**config.mk**
```make
export PLATFORM = sky130hd
export DESIGN_NAME = decode_stage_hs
export DESIGN_NICKNAME = d
export VERILOG_FILES = /design/src/rtl/decode_stage_hs.sv
export SDC_FILE = /design/constraint.sdc
export NUM_CORES = 1
export LEC_CHECK = 0
export ABC_AREA = 1
export CAP_MARGIN = 30
export CORE_MARGIN = 1
export CORE_UTILIZATION = 50
export CTS_BUF_LIST = sky130_fd_sc_hd__clkbuf_4 sky130_fd_sc_hd__clkbuf_8 sky130_fd_sc_hd__clkbuf_16
export DETAILED_ROUTE_END_ITERATION = 10
export PLACE_DENSITY = 0.76
export SYNTH_ARGS = -nofsm -noshare
export SYNTH_HDL_FRONTEND = slang
export SYNTH_SLANG_ARGS = --single-unit
```
**constraint.sdc**
```tcl
create_clock -name clk -period 6.69 [get_ports clk]
set_input_delay 2.007 -clock clk [delete_from_list [all_inputs] [get_ports clk]]
set_output_delay 2.007 -clock clk [all_outputs]
set_load 0.03 [all_outputs]
```
**src/rtl/decode_stage_hs.sv**
```systemverilog
// Decode stage between fetch and execute. {ir,pc} pairs wait in a small FIFO; the
// head is decoded into a registered bundle that is held until execute accepts it.
module decode_stage_hs #(
  parameter int XLEN     = 32,
  parameter int DEPTH    = 2,
  parameter int ENABLE_M = 1
) (
  input  logic                     clk,
  input  logic                     rst_n,
  input  logic                     flush,
  input  logic                     in_valid,
  output logic                     in_ready,
  input  logic [31:0]              in_ir,
  input  logic [XLEN-1:0]          in_pc,
  output logic                     out_valid,
  input  logic                     out_ready,
  output logic [4:0]               out_rs1,
  output logic [4:0]               out_rs2,
  output logic [4:0]               out_rd,
  output logic [XLEN-1:0]          out_imm,
  output logic [4:0]               out_alucode,
  output logic                     out_using_r2,
  output logic                     out_using_pc,
  output logic                     out_write_reg,
  output logic [2:0]               out_info_load,
  output logic [1:0]               out_info_store,
  output logic [3:0]               out_info_branch,
  output logic [XLEN-1:0]          out_pc,
  output logic                     out_illegal,
  output logic [$clog2(DEPTH):0]   fifo_count
);

  localparam int AW  = $clog2(DEPTH);
  localparam int CW  = AW + 1;
  localparam int SHW = $clog2(XLEN);

  localparam logic [4:0] ALU_ADD    = 5'd0;
  localparam logic [4:0] ALU_SUB    = 5'd1;
  localparam logic [4:0] ALU_SLL    = 5'd2;
  localparam logic [4:0] ALU_SLT    = 5'd3;
  localparam logic [4:0] ALU_SLTU   = 5'd4;
  localparam logic [4:0] ALU_XOR    = 5'd5;
  localparam logic [4:0] ALU_SRL    = 5'd6;
  localparam logic [4:0] ALU_SRA    = 5'd7;
  localparam logic [4:0] ALU_OR     = 5'd8;
  localparam logic [4:0] ALU_AND    = 5'd9;
  localparam logic [4:0] ALU_MUL    = 5'd10;
  localparam logic [4:0] ALU_MULH   = 5'd11;
  localparam logic [4:0] ALU_MULHSU = 5'd12;
  localparam logic [4:0] ALU_MULHU  = 5'd13;
  localparam logic [4:0] ALU_DIV    = 5'd14;
  localparam logic [4:0] ALU_DIVU   = 5'd15;
  localparam logic [4:0] ALU_REM    = 5'd16;
  localparam logic [4:0] ALU_REMU   = 5'd17;
  localparam logic [4:0] ALU_JAL    = 5'd18;
  localparam logic [4:0] ALU_JALR   = 5'd19;
  localparam logic [4:0] ALU_UNUSED = 5'd31;

  localparam logic [2:0] LD_NOT = 3'd0, LD_LB = 3'd1, LD_LH = 3'd2, LD_LW = 3'd3,
                         LD_LBU = 3'd4, LD_LHU = 3'd5;
  localparam logic [1:0] ST_NOT = 2'd0, ST_SB = 2'd1, ST_SH = 2'd2, ST_SW = 2'd3;
  localparam logic [3:0] BR_NOT = 4'd0, BR_BEQ = 4'd1, BR_BNE = 4'd2, BR_BLT = 4'd3,
                         BR_BGE = 4'd4, BR_BLTU = 4'd5, BR_BGEU = 4'd6,
                         BR_JAL = 4'd7, BR_JALR = 4'd8;

  localparam logic [6:0] OPC_LUI    = 7'b0110111;
  localparam logic [6:0] OPC_AUIPC  = 7'b0010111;
  localparam logic [6:0] OPC_JAL    = 7'b1101111;
  localparam logic [6:0] OPC_JALR   = 7'b1100111;
  localparam logic [6:0] OPC_BRANCH = 7'b1100011;
  localparam logic [6:0] OPC_LOAD   = 7'b0000011;
  localparam logic [6:0] OPC_STORE  = 7'b0100011;
  localparam logic [6:0] OPC_OPIMM  = 7'b0010011;
  localparam logic [6:0] OPC_OP     = 7'b0110011;

  typedef struct packed {
    logic [4:0]      rs1;
    logic [4:0]      rs2;
    logic [4:0]      rd;
    logic [XLEN-1:0] imm;
    logic [4:0]      alucode;
    logic            using_r2;
    logic            using_pc;
    logic            write_reg;
    logic [2:0]      info_load;
    logic [1:0]      info_store;
    logic [3:0]      info_branch;
    logic            illegal;
  } bundle_t;

  localparam bundle_t BUNDLE_RST = '{alucode: ALU_UNUSED, default: '0};

  // ---------------- input FIFO ----------------
  logic [31:0]     ir_mem [DEPTH];
  logic [XLEN-1:0] pc_mem [DEPTH];
  logic [AW-1:0]   wr_ptr, rd_ptr;
  logic [CW-1:0]   count;
  logic            full, empty, push, load;

  assign full       = (count == CW'(DEPTH));
  assign empty      = (count == '0);
  assign in_ready   = ~full & ~flush;
  assign push       = in_valid & in_ready;
  assign load       = ~empty & (~out_valid | out_ready) & ~flush;
  assign fifo_count = count;

  always_ff @(posedge clk) begin
    if (push) begin
      ir_mem[wr_ptr] <= in_ir;
      pc_mem[wr_ptr] <= in_pc;
    end
  end

  always_ff @(posedge clk or negedge rst_n) begin
    if (!rst_n) begin
      wr_ptr <= '0;
      rd_ptr <= '0;
      count  <= '0;
    end else if (flush) begin
      wr_ptr <= '0;
      rd_ptr <= '0;
      count  <= '0;
    end else begin
      if (push) wr_ptr <= wr_ptr + 1'b1;
      if (load) rd_ptr <= rd_ptr + 1'b1;
      case ({push, load})
        2'b10:   count <= count + 1'b1;
        2'b01:   count <= count - 1'b1;
        default: count <= count;
      endcase
    end
  end

  // ---------------- head decode ----------------
  logic [31:0]     hir;
  logic [XLEN-1:0] hpc;
  logic [6:0]      opc;
  logic [2:0]      f3;
  logic [XLEN-1:0] imm_i, imm_s, imm_b, imm_u, imm_j, shamt;
  bundle_t         dec;
  logic            bad;

  assign hir   = ir_mem[rd_ptr];
  assign hpc   = pc_mem[rd_ptr];
  assign opc   = hir[6:0];
  assign f3    = hir[14:12];
  assign imm_i = XLEN'($signed(hir[31:20]));
  assign imm_s = XLEN'($signed({hir[31:25], hir[11:7]}));
  assign imm_b = XLEN'($signed({hir[31], hir[7], hir[30:25], hir[11:8], 1'b0}));
  assign imm_u = XLEN'($signed({hir[31:12], 12'h000}));
  assign imm_j = XLEN'($signed({hir[31], hir[19:12], hir[20], hir[30:21], 1'b0}));
  assign shamt = XLEN'(hir[20 +: SHW]);

  always_comb begin
    dec = BUNDLE_RST;
    bad = 1'b0;
    case (opc)
      OPC_LUI, OPC_AUIPC: begin
        dec.rd        = hir[11:7];
        dec.imm       = imm_u;
        dec.alucode   = ALU_ADD;
        dec.using_pc  = (opc == OPC_AUIPC);
        dec.write_reg = 1'b1;
      end
      OPC_JAL: begin
        dec.rd          = hir[11:7];
        dec.imm         = imm_j;
        dec.alucode     = ALU_JAL;
        dec.using_pc    = 1'b1;
        dec.write_reg   = 1'b1;
        dec.info_branch = BR_JAL;
      end
      OPC_JALR: begin
        dec.rs1         = hir[19:15];
        dec.rd          = hir[11:7];
        dec.imm         = imm_i;
        dec.alucode     = ALU_JALR;
        dec.write_reg   = 1'b1;
        dec.info_branch = BR_JALR;
      end
      OPC_BRANCH: begin
        // ALU forms the target (pc+imm); the comparison kind travels in info_branch
        dec.rs1      = hir[19:15];
        dec.rs2      = hir[24:20];
        dec.imm      = imm_b;
        dec.alucode  = ALU_ADD;
        dec.using_pc = 1'b1;
        case (f3)
          3'b000:  dec.info_branch = BR_BEQ;
          3'b001:  dec.info_branch = BR_BNE;
          3'b100:  dec.info_branch = BR_BLT;
          3'b101:  dec.info_branch = BR_BGE;
          3'b110:  dec.info_branch = BR_BLTU;
          3'b111:  dec.info_branch = BR_BGEU;
          default: bad = 1'b1;
        endcase
      end
      OPC_LOAD: begin
        dec.rs1       = hir[19:15];
        dec.rd        = hir[11:7];
        dec.imm       = imm_i;
        dec.alucode   = ALU_ADD;
        dec.write_reg = 1'b1;
        case (f3)
          3'b000:  dec.info_load = LD_LB;
          3'b001:  dec.info_load = LD_LH;
          3'b010:  dec.info_load = LD_LW;
          3'b100:  dec.info_load = LD_LBU;
          3'b101:  dec.info_load = LD_LHU;
          default: bad = 1'b1;
        endcase
      end
      OPC_STORE: begin
        dec.rs1     = hir[19:15];
        dec.rs2     = hir[24:20];
        dec.imm     = imm_s;
        dec.alucode = ALU_ADD;
        case (f3)
          3'b000:  dec.info_store = ST_SB;
          3'b001:  dec.info_store = ST_SH;
          3'b010:  dec.info_store = ST_SW;
          default: bad = 1'b1;
        endcase
      end
      OPC_OPIMM: begin
        dec.rs1       = hir[19:15];
        dec.rd        = hir[11:7];
        dec.imm       = imm_i;
        dec.write_reg = 1'b1;
        case (f3)
          3'b000: dec.alucode = ALU_ADD;
          3'b001: begin dec.alucode = ALU_SLL; dec.imm = shamt; end
          3'b010: dec.alucode = ALU_SLT;
          3'b011: dec.alucode = ALU_SLTU;
          3'b100: dec.alucode = ALU_XOR;
          3'b101: begin dec.alucode = hir[30] ? ALU_SRA : ALU_SRL; dec.imm = shamt; end
          3'b110: dec.alucode = ALU_OR;
          default: dec.alucode = ALU_AND;
        endcase
      end
      OPC_OP: begin
        dec.rs1       = hir[19:15];
        dec.rs2       = hir[24:20];
        dec.rd        = hir[11:7];
        dec.using_r2  = 1'b1;
        dec.write_reg = 1'b1;
        if (hir[25]) begin
          if (ENABLE_M != 0) begin
            case (f3)
              3'b000: dec.alucode = ALU_MUL;
              3'b001: dec.alucode = ALU_MULH;
              3'b010: dec.alucode = ALU_MULHSU;
              3'b011: dec.alucode = ALU_MULHU;
              3'b100: dec.alucode = ALU_DIV;
              3'b101: dec.alucode = ALU_DIVU;
              3'b110: dec.alucode = ALU_REM;
              default: dec.alucode = ALU_REMU;
            endcase
          end else begin
            bad = 1'b1;
          end
        end else begin
          case (f3)
            3'b000: dec.alucode = hir[30] ? ALU_SUB : ALU_ADD;
            3'b001: dec.alucode = ALU_SLL;
            3'b010: dec.alucode = ALU_SLT;
            3'b011: dec.alucode = ALU_SLTU;
            3'b100: dec.alucode = ALU_XOR;
            3'b101: dec.alucode = hir[30] ? ALU_SRA : ALU_SRL;
            3'b110: dec.alucode = ALU_OR;
            default: dec.alucode = ALU_AND;
          endcase
        end
      end
      default: bad = 1'b1;
    endcase
    if (bad) begin
      dec         = BUNDLE_RST;
      dec.illegal = 1'b1;
    end
    if (dec.rd == 5'd0) dec.write_reg = 1'b0;
  end

  // ---------------- output register ----------------
  bundle_t         q;
  logic [XLEN-1:0] pc_q;

  always_ff @(posedge clk or negedge rst_n) begin
    if (!rst_n) begin
      q         <= BUNDLE_RST;
      pc_q      <= '0;
      out_valid <= 1'b0;
    end else if (flush) begin
      // pc is deliberately kept so a trap handler can still see it
      q         <= BUNDLE_RST;
      out_valid <= 1'b0;
    end else if (load) begin
      q         <= dec;
      pc_q      <= hpc;
      out_valid <= 1'b1;
    end else if (out_ready) begin
      out_valid <= 1'b0;
    end
  end

  assign out_rs1         = q.rs1;
  assign out_rs2         = q.rs2;
  assign out_rd          = q.rd;
  assign out_imm         = q.imm;
  assign out_alucode     = q.alucode;
  assign out_using_r2    = q.using_r2;
  assign out_using_pc    = q.using_pc;
  assign out_write_reg   = q.write_reg;
  assign out_info_load   = q.info_load;
  assign out_info_store  = q.info_store;
  assign out_info_branch = q.info_branch;
  assign out_illegal     = q.illegal;
  assign out_pc          = pc_q;

endmodule

```
# After elaboration in Yosys (flattened, before gate mapping)
# Memories as Yosys holds them, arrays and structs flattened. A register that Yosys moved wholly into a read port is not among the register bits.
# Cells that the tools add are included.
[totals] ff_bits=70 ramBits=128 output_inout_bits=101 elab_cells=111 n_memories=2
[mem_list] name="ir_mem" depth=2 word_bits=32 read_ports=1 rd_ports_with_merged_regs=0 write_ports=1 line_no="94" text="logic [31:0] ir_mem [DEPTH];"
[mem_list] name="pc_mem" depth=2 word_bits=32 read_ports=1 rd_ports_with_merged_regs=1 write_ports=1 line_no="95" text="logic [XLEN-1:0] pc_mem [DEPTH];"
[op_classes] n_addsub=4 eq_ne=19 muxes=40 bitwise=9 reduce_logical=21
[op_table] operator="$mux W65" count=3
[op_table] operator="$pmux W32 S6" count=1
[op_table] operator="$pmux W4 S7" count=2
[op_table] operator="$pmux W5 S7" count=1
[op_table] operator="$mux W32" count=1
[op_table] operator="$pmux W5 S5" count=1
[op_table] operator="$eq A7 B6 Y1 const B" count=3
[op_table] operator="$eq A7 B7 Y1 const B" count=3
[op_table] operator="$mux W5" count=4
[op_table] operator="$pmux W3 S6" count=1
[op_table] operator="$reduce_or A6 Y1" count=3
[op_table] operator="$mux W1" count=17
[op_table] operator="$pmux W3 S5" count=1
[op_table] operator="$eq A7 B5 Y1 const B" count=2
[op_table] operator="$eq A3 B3 Y1 const B" count=4
[op_table] operator="$pmux W4 S3" count=1
[op_table] operator="$reduce_or A5 Y1" count=2
[op_table] operator="$reduce_or A2 Y1" count=4
[op_table] operator="$eq A7 B2 Y1 const B" count=1
[op_table] operator="$reduce_or A7 Y1" count=1
[op_table] operator="$eq A3 B2 Y1 const B" count=2
[op_table] operator="$pmux W2 S3" count=1
[op_table] operator="$reduce_bool A3 Y1" count=2
[op_table] operator="$reduce_or A3 Y1" count=2
[op_table] operator="other kinds (20)" count=30

# Longest topological paths before layout
# An unclocked memory read counts as a cell.
[logic_depth] ltp_word=10 ltp_mapped=17

# Least setup slack after synthesis
# Ideal clock, no wire load.
[synth_path] kind="in2reg" startpoint="input port flush" endpoint="memory ir_mem[0][0] (enable)" setup_ns=0.487 arrival_ns=5.364 t_required_ns=6.203 path_slack_ns=0.839 cell_stages=3 cell_sequence="nor2_1 -> nand2_1 -> nor2_1"
[synth_via] elab_chain_len=5
[synth_lines] item="start: declaration" line_no="10" text="input logic flush,"
[synth_lines] item="$not A1 Y1 (no source line)"
[synth_lines] item="$and A1 B1 Y1" line_no="102" text="assign in_ready = ~full & ~flush;"
[synth_lines] item="$and A1 B1 Y1" line_no="103" text="assign push = in_valid & in_ready;"
[synth_lines] item="$mux W1" line_no="108" text="if (push) begin"
[synth_lines] item="$mux W1 (implied by the code)" line_no="109" text="ir_mem[wr_ptr] <= in_ir;"
[synth_lines] item="end: declaration" line_no="94"
# Every way passes these cells.

# Worst setup path in the final report
[layout_path] startpoint="input port flush" endpoint="output port in_ready"
[layout_via] elab_chain_len=2
[layout_lines] item="$not A1 Y1 (no source line)"
[layout_lines] item="$and A1 B1 Y1" line_no="102"
[layout_lines] item="end: declaration" line_no="12" text="output logic in_ready,"
# Every way passes these cells.

==> results.cfg <==
[clock_tree]
cts-resized-gates = 0
cts_made_buffers = 25
holdBufCountCts = 0
htree_levels = 1
cts_setup_buffers = 0
clk_pin_slew_worst_paths_ns = 0.06
clk_path_buf_depth = 3
cts_sinks = 230
cts-root-buf = clkbuf_16
clock_latency_ns = 0.52
cts_tree = built

[yosys]
synth.top_cells.by_area = edfxtp_1 (40%), dfrtp_1 (25%), nand2_1 (11%)
async_flop_share = 0.443
yosysWarningCount = 0
synth_nets = 944
synth_area_um2 = 9520
synth_top_family_by_area = simple AND/OR/NAND/NOR gates
synth_mux_area_frac = 0.00526
synth.top_cell.area_share = 0.404
syn-mean-instance-area_um2 = 10.9
synth_cell_types = 43
synth-seq-cells = 230
yosysTopAreaCell = edfxtp_1
synth-edff-count = 128
yosys_most_used_dff = edfxtp_1
synth-compound-area-share = 0.0733
synth_xor_area_frac = 0.000920
yosys.area_share.simple = 0.208
seq_area_frac_synth = 0.672
synth_fa_ha_area_frac = 0
syn_inst = 875

[sta]
finalSetupTns_ns = 0
period_minus_slack_ns = 5.36
tightest_slew_ns = 0.855
max_freq_ghz = 0.187
finalCritPeriodShare = 0.801
hold_viol_final = 0
finalSetupViolCount = 0
fin_ws_ns = 1.33
skew_ns = 0.0133
slew_violations = 0
rsz0062_at_grt = no
max_slew_margin = 0.424

[final_layout]
syn_to_final_growth_pct = 28.1
finish.utilization = 0.652
final_cell_area_um2 = 12200
n_antenna_cell = 0
layout-drive-gt1-share = 0.111
fin_nets = 1114
reg.largest.list = ir_mem (64), pc_mem (64)

[worst_setup_path]
cpPeakStageDelay_ns = 0.68
rr_startpoint = rd_ptr
reg2reg_slack_ns = 3.54
arrival_ns = 3.35
required_ns = 4.68
cp-start-kind = primary input
path_common_cell = clkdlybuf4s50_1
r2r_cells = 13
crit_chain = clkdlybuf4s50_1 -> nor2_1 -> clkdlybuf4s50_1
endpoint_kind = output pin
critical_path.top_delay_family = buffers and inverters
cp.buffers_inverters = 2
worstPathMaxFanout = 6
worstSetupPathType = primary input to output pin
reg2reg_to = out_imm[0]
cpMaxStageDelayCell = clkdlybuf4s50_1

[die]
core_region_area_um2 = 18700
floorplan.die.width_um = 140
die_area_um2 = 19600
row_count = 50
start_util = 0.509
pin_count = 170
fp.dieH_um = 140

[global_route]
grt_overflow = 0
track_usage = 0.220
grt_pass1_wl_um = 33900
antenna_found_initial = 1
grt_max_degree = 68
grt_pass1_vias = 6501

[power]
totalPowerFinal_mw = 4.34
p_leak_nw = 5.20
power_density_nw_per_um2 = 356
vdd_drop_max_mv = 0.242

[placed_design]
pre_cts_slack_ns = 1.33
placed_cell_area_um2 = 11400
routabilityCongestion = 0.889
port_buffers = 169
hpwl_um = 13900

[detailed_routing]
ant_nets = 0
avgRoutedWirePerCell_um = 16.1
via_per_inst = 5.13
drc = 1
vias = 6660
routed_wl_um = 20900
drt_iter0_markers = 466
dr.pass1.iters = 8

[hold_path]
holdPathEnd = out_pc[16]
worstHoldPathCells = 2
min_path_type = register to register
hp-start = out_pc[16]

[status]
violations = design-rule violations
status = complete, but fails checks

[flow_run]
maxCapViolCount = 0
-- how the worst max path moves through the flow --
stage	startpoint	depth (start not counted)	slack, ns	end
after floorplan	flush	3	0.84	ir_mem[0][0]
after global placement	flush	3	1.34	in_ready
after detailed placement	flush	3	1.33	in_ready
after CTS	flush	3	1.33	in_ready
after global routing	flush	3	1.24	in_ready
final	flush	3	1.33	in_ready
-- metrics by stage --
stage               hold WS, ns  std cells
floorplan                 0.481        875
global placement          0.463       1251
detailed placement        0.467       1251
CTS                       0.482       1296
global route              0.486       1297
finish                    0.479       1297
-- cells in the final DEF (no fill, tap or decap), drive strengths merged --
cell,instances
clkdlybuf4s50,168
clkbuf,37
inv,43
clkinv,11
o22ai,3
a31oi,2
and3,1
o21bai,1
nand2,302
nor2,104
o31ai,37
buf,10
o21ai,47
dfrtp,97
or2,1
a21oi,7
dfstp,5
a22o,1
nand3,38
o211ai,9
nor3,1
edfxtp,128
mux2i,5
a22oi,1
xor2,1
nand4,2
a32oi,1
-- cells by family after synthesis --
group / Yosys count
AO/OA/AOI/OAI: 109
XOR/XNOR: 1
buffers and inverters: 81
flip-flops: 230
multiplexers: 5
AND/OR/NAND/NOR: 449
-- layer usage --
layer / share of wire / global-route usage / vias up
li1: - / - / 3287
met1: 0.44 / 0.287 / 3125
met2: 0.48 / 0.370 / 204
met3: 0.059 / 0.0451 / 42
met4: 0.025 / 0.0671 / 2
met5: 0.00053 / 0 / -
-- worst reg2reg max path, stage by stage, from the launching register on --
cell and delay (ns):
dfrtp_2 0.85, buf_4 0.55, nand2_1 0.12, nand2_2 0.12, nand2_2 0.09, nor2_4 0.16, nand3_4 0.14, clkinv_2 0.16
nor2_8 0.08, nand2_4 0.07, nand2_4 0.09, nor2_8 0.37, inv_1 0.08, o21ai_0 0.16
-- synth_stat cells (3+ instances only) --
cell type,number
inv_2,5
nand2_4,5
nor2_2,5
nand3_1,34
o31ai_1,37
inv_1,35
nand2_1,277
a21oi_1,7
o22ai_1,3
buf_2,4
edfxtp_1,128
nor2_4,3
buf_6,8
nand2_2,19
o211ai_1,9
o21ai_0,40
nor2_8,4
dfrtp_1,97
nor2_1,92
o21ai_2,5
clkbuf_1,21
mux2i_1,5
dfstp_2,5
-- power by group --
group,switching [mW],internal [mW]
Combinational,0.821,0.425
Clock,0.521,0.770
Sequential,0.113,1.69
-- area by class of cell --
class / instances / area, um2
Multi-Input combinational cell: 564 / 2750
Clock inverter: 8 / 41.3
Inverter: 46 / 186
Sequential cell: 230 / 6400
Timing Repair Buffer: 178 / 1780
Clock buffer: 37 / 747
Fill cell: 1401 / 6500
Tap cell: 234 / 293
Power figures use the tool's default switching activity.
